File: config.mk
export PLATFORM = sky130hd
export DESIGN_NAME = sd_block_read_ctrl_flat
export DESIGN_NICKNAME = d
export VERILOG_FILES = /design/src/rtl/sd_block_read_ctrl_if.sv /design/src/rtl/sd_block_read_ctrl.sv /design/src/flat_wrapper.sv
export SDC_FILE = /design/constraint.sdc
export NUM_CORES = 1
export LEC_CHECK = 0
export ABC_AREA = 1
export BUFFER_PORTS_ARGS = -buffer_cell sky130_fd_sc_hd__buf_2
export CAP_MARGIN = 20
export CORE_ASPECT_RATIO = 1.75
export CORE_MARGIN = 4
export CORE_UTILIZATION = 45
export CTS_CLUSTER_DIAMETER = 120
export DETAILED_ROUTE_END_ITERATION = 8
export PLACE_DENSITY = 0.71
export SLEW_MARGIN = 20
export SYNTH_ARGS = -nofsm -noshare
export SYNTH_HDL_FRONTEND = slang
export SYNTH_SLANG_ARGS = --single-unit
File: constraint.sdc
create_clock -name SCLK -period 3.4 [get_ports SCLK]
set_clock_uncertainty 0.2 [all_clocks]
set_input_delay 0 -clock SCLK [delete_from_list [all_inputs] [get_ports SCLK]]
set_output_delay 0 -clock SCLK [all_outputs]
set_load 0.005 [all_outputs]
File: src/rtl/sd_block_read_ctrl_if.sv
// Request, status, SPI data and FIFO-side signals of the SD single-block reader.
interface sd_block_read_ctrl_if;
    logic        init_done;
    logic        rd_req;
    logic [31:0] rd_addr;
    logic        MISO;
    logic        MOSI;
    logic        busy;
    logic [7:0]  fifo_data_in;
    logic        fifo_push;
    logic        fifo_full;
    logic        done;
    logic        error;
    logic [2:0]  err_code;
    logic [7:0]  r1_status;

    modport master (
        output init_done, rd_req, rd_addr, MISO, fifo_full,
        input  MOSI, busy, fifo_data_in, fifo_push, done, error, err_code, r1_status
    );

    modport slave (
        input  init_done, rd_req, rd_addr, MISO, fifo_full,
        output MOSI, busy, fifo_data_in, fifo_push, done, error, err_code, r1_status
    );
endinterface

File: src/rtl/sd_block_read_ctrl.sv
// SPI-mode CMD17 single-block read sequencer: frames the command, checks R1, hunts the
// 0xFE start token, deserialises the block into FIFO pushes and reports done or error.
module sd_block_read_ctrl #(
    parameter int BLOCK_BYTES   = 512,
    parameter int ADDR_SHIFT    = 0,
    parameter int R1_TIMEOUT    = 80,
    parameter int TOKEN_TIMEOUT = 4096,
    parameter int GAP_BITS      = 8
) (
    input logic                 SCLK,
    input logic                 reset_PB_down,
    sd_block_read_ctrl_if.slave bus
);

    typedef enum logic [3:0] {
        IDLE, SEND_CMD, WAIT_R1, GET_R1, WAIT_TOKEN, GET_DATA, SKIP_CRC, GAP, FIN
    } state_t;

    localparam int WAIT_MAX = (TOKEN_TIMEOUT > R1_TIMEOUT) ? TOKEN_TIMEOUT : R1_TIMEOUT;
    localparam int CNT_MAX  = (WAIT_MAX > GAP_BITS) ? WAIT_MAX : GAP_BITS;
    localparam int CNT_W    = $clog2(CNT_MAX + 64);
    localparam int BYTE_W   = $clog2(BLOCK_BYTES + 1);

    localparam logic [CNT_W-1:0]  CMD_LAST   = CNT_W'(47);
    localparam logic [CNT_W-1:0]  R1_LAST    = CNT_W'(R1_TIMEOUT - 1);
    localparam logic [CNT_W-1:0]  TOKEN_LAST = CNT_W'(TOKEN_TIMEOUT - 1);
    localparam logic [CNT_W-1:0]  CRC_LAST   = CNT_W'(15);
    localparam logic [CNT_W-1:0]  GAP_LAST   = CNT_W'(GAP_BITS - 1);
    localparam logic [BYTE_W-1:0] BYTE_LAST  = BYTE_W'(BLOCK_BYTES - 1);

    state_t              state_q, state_d;
    logic [47:0]         frame_q, frame_d;
    logic [CNT_W-1:0]    cnt_q, cnt_d;
    logic [7:0]          shift_q, shift_d;
    logic [2:0]          bit_cnt_q, bit_cnt_d;
    logic [BYTE_W-1:0]   byte_cnt_q, byte_cnt_d;
    logic                overrun_q, overrun_d;
    logic [7:0]          data_q, data_d;
    logic                push_q, push_d;
    logic                done_q, done_d;
    logic                error_q, error_d;
    logic [2:0]          err_q, err_d;
    logic [7:0]          r1_q, r1_d;
    logic [7:0]          sample;
    logic [31:0]         addr_shifted;

    // One shift register serves as R1 assembler, token window and data byte in turn.
    assign sample       = {shift_q[6:0], bus.MISO};
    assign addr_shifted = bus.rd_addr << ADDR_SHIFT;

    assign bus.MOSI         = (state_q == SEND_CMD) ? frame_q[47] : 1'b1;
    assign bus.busy         = (state_q != IDLE);
    assign bus.fifo_data_in = data_q;
    assign bus.fifo_push    = push_q;
    assign bus.done         = done_q;
    assign bus.error        = error_q;
    assign bus.err_code     = err_q;
    assign bus.r1_status    = r1_q;

    always_ff @(posedge SCLK or posedge reset_PB_down) begin
        if (reset_PB_down) begin
            state_q    <= IDLE;
            frame_q    <= '0;
            cnt_q      <= '0;
            shift_q    <= '0;
            bit_cnt_q  <= '0;
            byte_cnt_q <= '0;
            overrun_q  <= 1'b0;
            data_q     <= '0;
            push_q     <= 1'b0;
            done_q     <= 1'b0;
            error_q    <= 1'b0;
            err_q      <= '0;
            r1_q       <= '0;
        end else begin
            state_q    <= state_d;
            frame_q    <= frame_d;
            cnt_q      <= cnt_d;
            shift_q    <= shift_d;
            bit_cnt_q  <= bit_cnt_d;
            byte_cnt_q <= byte_cnt_d;
            overrun_q  <= overrun_d;
            data_q     <= data_d;
            push_q     <= push_d;
            done_q     <= done_d;
            error_q    <= error_d;
            err_q      <= err_d;
            r1_q       <= r1_d;
        end
    end

    always_comb begin
        state_d    = state_q;
        frame_d    = frame_q;
        cnt_d      = cnt_q;
        shift_d    = shift_q;
        bit_cnt_d  = bit_cnt_q;
        byte_cnt_d = byte_cnt_q;
        overrun_d  = overrun_q;
        data_d     = data_q;
        push_d     = 1'b0;
        done_d     = 1'b0;
        error_d    = 1'b0;
        err_d      = err_q;
        r1_d       = r1_q;
        unique case (state_q)
            IDLE: begin
                if (bus.rd_req && bus.init_done) begin
                    frame_d   = {8'h51, addr_shifted, 8'hFF};
                    err_d     = 3'd0;
                    overrun_d = 1'b0;
                    cnt_d     = '0;
                    state_d   = SEND_CMD;
                end
            end
            SEND_CMD: begin
                frame_d = {frame_q[46:0], 1'b1};
                cnt_d   = cnt_q + CNT_W'(1);
                if (cnt_q == CMD_LAST) begin
                    cnt_d   = '0;
                    state_d = WAIT_R1;
                end
            end
            WAIT_R1: begin
                cnt_d = cnt_q + CNT_W'(1);
                if (!bus.MISO) begin
                    shift_d   = 8'h00;
                    bit_cnt_d = 3'd1;
                    state_d   = GET_R1;
                end else if (cnt_q == R1_LAST) begin
                    err_d   = 3'd1;
                    cnt_d   = '0;
                    state_d = GAP;
                end
            end
            GET_R1: begin
                shift_d   = sample;
                bit_cnt_d = bit_cnt_q + 3'd1;
                if (bit_cnt_q == 3'd7) begin
                    r1_d    = sample;
                    cnt_d   = '0;
                    shift_d = 8'h00;
                    if (sample == 8'h00) begin
                        state_d = WAIT_TOKEN;
                    end else begin
                        err_d   = 3'd2;
                        state_d = GAP;
                    end
                end
            end
            WAIT_TOKEN: begin
                shift_d = sample;
                cnt_d   = cnt_q + CNT_W'(1);
                if (sample == 8'hFE) begin
                    bit_cnt_d  = '0;
                    byte_cnt_d = '0;
                    state_d    = GET_DATA;
                end else if (cnt_q == TOKEN_LAST) begin
                    err_d   = 3'd3;
                    cnt_d   = '0;
                    state_d = GAP;
                end
            end
            GET_DATA: begin
                shift_d   = sample;
                bit_cnt_d = bit_cnt_q + 3'd1;
                if (bit_cnt_q == 3'd7) begin
                    // SCLK cannot be held, so a full FIFO costs the byte rather than stalling.
                    if (bus.fifo_full) begin
                        overrun_d = 1'b1;
                    end else begin
                        data_d = sample;
                        push_d = 1'b1;
                    end
                    byte_cnt_d = byte_cnt_q + BYTE_W'(1);
                    if (byte_cnt_q == BYTE_LAST) begin
                        cnt_d   = '0;
                        state_d = SKIP_CRC;
                    end
                end
            end
            SKIP_CRC: begin
                cnt_d = cnt_q + CNT_W'(1);
                if (cnt_q == CRC_LAST) begin
                    cnt_d   = '0;
                    state_d = GAP;
                end
            end
            GAP: begin
                cnt_d = cnt_q + CNT_W'(1);
                if (cnt_q == GAP_LAST) begin
                    cnt_d   = '0;
                    state_d = FIN;
                end
            end
            FIN: begin
                if (err_q != 3'd0 || overrun_q) begin
                    error_d = 1'b1;
                    if (err_q == 3'd0) err_d = 3'd4;
                end else begin
                    done_d = 1'b1;
                end
                state_d = IDLE;
            end
            default: state_d = IDLE;
        endcase
    end

endmodule

File: src/flat_wrapper.sv
// flat-port wrapper written by rule: the top's interface ports become plain ports
module sd_block_read_ctrl_flat 
#(
    parameter int BLOCK_BYTES   = 512,
    parameter int ADDR_SHIFT    = 0,
    parameter int R1_TIMEOUT    = 80,
    parameter int TOKEN_TIMEOUT = 4096,
    parameter int GAP_BITS      = 8
)
  (SCLK, reset_PB_down, bus_init_done, bus_rd_req, bus_rd_addr, bus_MISO, bus_fifo_full, bus_MOSI, bus_busy, bus_fifo_data_in, bus_fifo_push, bus_done, bus_error, bus_err_code, bus_r1_status);
  sd_block_read_ctrl_if bus_i ();
  input logic SCLK;
  input logic reset_PB_down;
  input wire logic [$bits(bus_i.init_done)-1:0] bus_init_done;
  input wire logic [$bits(bus_i.rd_req)-1:0] bus_rd_req;
  input wire logic [$bits(bus_i.rd_addr)-1:0] bus_rd_addr;
  input wire logic [$bits(bus_i.MISO)-1:0] bus_MISO;
  input wire logic [$bits(bus_i.fifo_full)-1:0] bus_fifo_full;
  output wire logic [$bits(bus_i.MOSI)-1:0] bus_MOSI;
  output wire logic [$bits(bus_i.busy)-1:0] bus_busy;
  output wire logic [$bits(bus_i.fifo_data_in)-1:0] bus_fifo_data_in;
  output wire logic [$bits(bus_i.fifo_push)-1:0] bus_fifo_push;
  output wire logic [$bits(bus_i.done)-1:0] bus_done;
  output wire logic [$bits(bus_i.error)-1:0] bus_error;
  output wire logic [$bits(bus_i.err_code)-1:0] bus_err_code;
  output wire logic [$bits(bus_i.r1_status)-1:0] bus_r1_status;
  assign bus_i.init_done = bus_init_done;
  assign bus_i.rd_req = bus_rd_req;
  assign bus_i.rd_addr = bus_rd_addr;
  assign bus_i.MISO = bus_MISO;
  assign bus_i.fifo_full = bus_fifo_full;
  assign bus_MOSI = bus_i.MOSI;
  assign bus_busy = bus_i.busy;
  assign bus_fifo_data_in = bus_i.fifo_data_in;
  assign bus_fifo_push = bus_i.fifo_push;
  assign bus_done = bus_i.done;
  assign bus_error = bus_i.error;
  assign bus_err_code = bus_i.err_code;
  assign bus_r1_status = bus_i.r1_status;
  sd_block_read_ctrl #(.BLOCK_BYTES(BLOCK_BYTES), .ADDR_SHIFT(ADDR_SHIFT), .R1_TIMEOUT(R1_TIMEOUT), .TOKEN_TIMEOUT(TOKEN_TIMEOUT), .GAP_BITS(GAP_BITS)) u_core (.SCLK(SCLK), .reset_PB_down(reset_PB_down), .bus(bus_i));
endmodule
==> results.txt <==
----------------------------------------------------
[Outcome]
  Run status ... completed

[Final layout]
  Antenna fix cells ... 0
  Fill cell count ... 1051
  Ratio of cells with drive above 1 in the final layout ... roughly 17%
  Number of nets in the layout ... ~790
  Area growth, synth to finish ... 19.5%
  Final Cell Area ... 0.00637 mm²

[Floorplan]
  Die width ... 90.3 µm
  Effective utilization at floorplan ... between 40% and 50%
  Number of standard-cell rows in the floorplan ... 52
  Die Y-Extent ... between 150 and 200 µm
  Core area ... 0.0116 mm²
  Top-level port count ... between 60 and 70
  Die area ... between 0.01 and 0.015 mm²

[Logic synthesis]
  Cell type with the largest total area after synthesis ... dfrtp_1
  Synth Register Bits ... around 110
  Portion of the post-synthesis area used by sequential elements ... about half
  Share of the synthesized area in compound gates (AO/OA/AOI/OAI) ... 8.50%
  Mapped Area ... 0.00533 mm²
  Count of flip-flops with a built-in enable after synthesis ... 0
  Basic-gate share of the synthesized area counting and, or, nand and nor cells ... between 30% and 40%
  Synthesis Warnings ... 0
  Fraction of post-synthesis cell area in the top cell type by area ... ~51%
  Top FF cell, synth ... dfrtp_1
  Multiplexer share of the synthesized area ... 0%
  Adder-cell share of the synthesized area ... less than 1%
  Area contributors post-synth ... dfrtp_1 51%, nand2_1 11%, nor2_1 8.0%
  Synthesized-area fraction occupied by xor and xnor cells ... 1.15%
  Combinational family with the most area after synthesis ... simple AND/OR/NAND/NOR gates
  Async set-reset flop share out of synthesis ... between 90% and 100%
  Count of distinct cell types in the synthesized netlist ... 38
  Post-synthesis net count ... between 700 and 800
  Gate count after technology mapping ... roughly 660
  Dominant cell by count in the synthesized netlist ... nand2_1
  Syn avg cell area ... 8.05 µm²
  Most instantiated cells after synthesis ... 151 x nand2_1, 114 x nor2_1, 108 x dfrtp_1

[Hold path]
  Hold WC Path Type ... in2async

[Timing]
  Minimum clock period after layout ... 2.71 ns
  Headroom to the max-slew limit ... 57.8%
  Final slew viol count ... 0
  Setup violators final ... 0
  Slew at the pin closest to its max-slew limit ... between 0.6 and 0.7 ns
  Peak clock frequency supported by timing ... around 370 MHz
  Setup TNS ... 0 ns
  Setup repair after global routing missed its margin ... no
  Tcrit/Tclk final ... 79.7%
  Hold Fails Final Rpt ... 0
  Final worst setup slack ... 0.691 ns

[Global routing]
  Number of antenna violations at the first check in global routing ... 0
  All-layer global routing usage ... approximately a fifth
  Pin count of the biggest net entering global routing ... approximately 60
  Global-route wire length before repair ... ~22000 µm
  Remaining global-route overflow ... 0
  Vias in the first global route ... 4714

[CTS]
  CTS H-Tree Depth ... 3
  Total CTS buffers ... 9
  Root buffer cell ... clkbuf_16
  Cts repair resizes ... 0
  Maximum clock path buffer count ... 2
  Skew-Pair Late Insertion Delay ... 0.35 ns
  Clk sink count ... roughly 110
  Clock slew at reported path FFs ... around 0.07 ns
  Clock tree from TritonCTS ... built

[Place]
  Routability congestion estimate ... around 0.87
  Half-perimeter wire length after detailed placement ... between 8000 and 9000 µm
  Number of buffers added on ports ... a little over 60
  Placement Cell Area ... between 0.005 and 0.006 mm²
  Setup slack after placement ... ~0.94 ns

[Critical path]
  Arrival time of the worst setup path ... about 2.8 ns
  Worst R2R Path Depth ... 10
  Critical Path RT ... ~3.4 ns
  Worst setup path category ... in2reg
  Endpoint kind of the worst setup timing path ... register
  Critical Path Start Type ... primary input
  Maximum fanout count along the critical path ... 31

[Routing]
  Count of nets left with antenna violations after detail routing ... 0
  Initial drt markers ... roughly 240
  Vias per cell ... 5.20
  Final wirelength ... 12800 µm
  Post-route DRC ... 0
  First-pass iteration count of the detailed router ... 5
  Total number of vias ... approximately 4600
  Average detailed-routed wire length per instance ... 14.3 µm

[Power and ir drop]
  Relative contribution of the clock network to total power ... a little over a fifth
  Fraction of power spent switching nets ... 41.5%
  Overall power consumption ... between 4 and 5 mW
  Combinational power share ... roughly two fifths
  Psw ... 1.98 mW
  Cell-internal power ... 2.79 mW
  Total power per unit cell area ... 750 mW/mm²
  Worst vdd rail ir drop ... about 360 µV
  Static Leakage ... between 3 and 4 nW
  Reg power frac ... between 30 and 40%

[Job]
  Max-cap violations ... 0

----------------------------------------------------
## cells in the final DEF, fill, tap and decap left out, types with 16 or more instances in the layout
| cell | instances |
|---|---|
| inv_1 | 49 |
| nor2_1 | 114 |
| dfrtp_1 | 108 |
| nand2_1 | 151 |
| o21ai_0 | 22 |
| dlygate4sd3_1 | 37 |
| nor3_1 | 64 |
| buf_2 | 61 |
| nand3_1 | 22 |
| inv_2 | 16 |
## metal layers
| layer | vias to the layer above | track usage [%] | routed length (µm) |
|---|---|---|---|
| met5 | - | 0 | 0 |
| met4 | 0 | 8.98 | 408 |
| met3 | 28 | 4.11 | 450 |
| met2 | 122 | 34.6 | 6830 |
| met1 | 2169 | 22.2 | 5090 |
| li1 | 2313 | - | - |
## state kept, by name, indices dropped and copies added, names as in the netlist
register                 count
u_core.frame_q              48
u_core.bus.r1_status         8
u_core.state_q               4
u_core.bit_cnt_q             3
u_core.overrun_q             1
u_core.bus.fifo_data_in      8
u_core.shift_q               7
u_core.bus.done              1
u_core.byte_cnt_q           10
u_core.bus.fifo_push         1
u_core.bus.error             1
u_core.bus.err_code          3
u_core.cnt_q                13
## through the flow
step	hold WS [ns]	utilization, %	std cells
floorplan	-0.135	-	662
global placement	-0.0652	49.3	838
detailed placement	-0.0582	49.3	838
CTS	0.108	55.0	891
global route	0.156	55.0	891
finish	0.0867	55.0	891
## power by group through the flow
| stage | Clock [mW] | Sequential [mW] | Combinational [mW] |
|---|---|---|---|
| after global placement | 0 | 1.88 | 1.79 |
| final | 1.00 | 1.88 | 1.89 |
| after global routing | 1.09 | 1.92 | 2.14 |
| after detailed placement | 0 | 1.90 | 1.86 |
| after floorplan | 0 | 1.84 | 1.49 |
| after CTS | 1.03 | 1.88 | 1.89 |
## cell families (layout without fill, tap and decap cells)
| group | count (synthesis) | in the layout |
|---|---|---|
| AND/OR/NAND/NOR | 385 | 385 |
| adder cells (fa/ha/maj) | 4 | 4 |
| buffers and inverters | 89 | 183 |
| AO/OA/AOI/OAI | 69 | 69 |
| flip-flops | 108 | 108 |
| XOR/XNOR | 7 | 7 |
## final timing paths
path,start,end,slack (ns)
min reg2reg,u_core.bus.fifo_data_in[4]$_DFFE_PP0P_,u_core.bus.fifo_data_in[4]$_DFFE_PP0P_,0.28
max in group asynchronous,reset_PB_down,u_core.byte_cnt_q[4]$_DFFE_PP0P_,2.17
min in group SCLK,bus_rd_req,u_core.bus.err_code[2]$_DFFE_PP0P_,0.14
max,bus_init_done,u_core.frame_q[0]$_DFFE_PP0P_,0.69
min,reset_PB_down,u_core.cnt_q[3]$_DFFE_PP0P_,0.09
max reg2reg,u_core.state_q[0]$_DFFE_PP0P_,u_core.frame_q[12]$_DFFE_PP0P_,0.90
## layout make-up
cell class	instances	area (µm²)	area share, %
well taps	135	169	2.65
inverters	66	250	3.93
repair buffers	101	711	11.2
clock inverters	6	46.3	0.727
multi-input cells	465	2250	35.3
clock buffers	10	239	3.75
flip-flops and latches	108	2700	42.4
## critical path, cell delays in order
cell	delay [ns]
dlygate4sd3_1	0.53
buf_2	0.12
nand2_1	0.10
dlygate4sd3_1	0.61
nor2_2	0.06
inv_2	0.38
nand2_2	0.38
buf_4	0.33
or2_1	0.22
## what timing repair did
| item | CTS | global route |
|---|---|---|
| endpoints found under the hold margin | 93 | 0 |
| endpoints found under the setup margin | 0 | 0 |
| setup buffers | 0 | 0 |
| hold buffers | 37 | 0 |
Note: power is estimated with default switching activity, not from simulation.
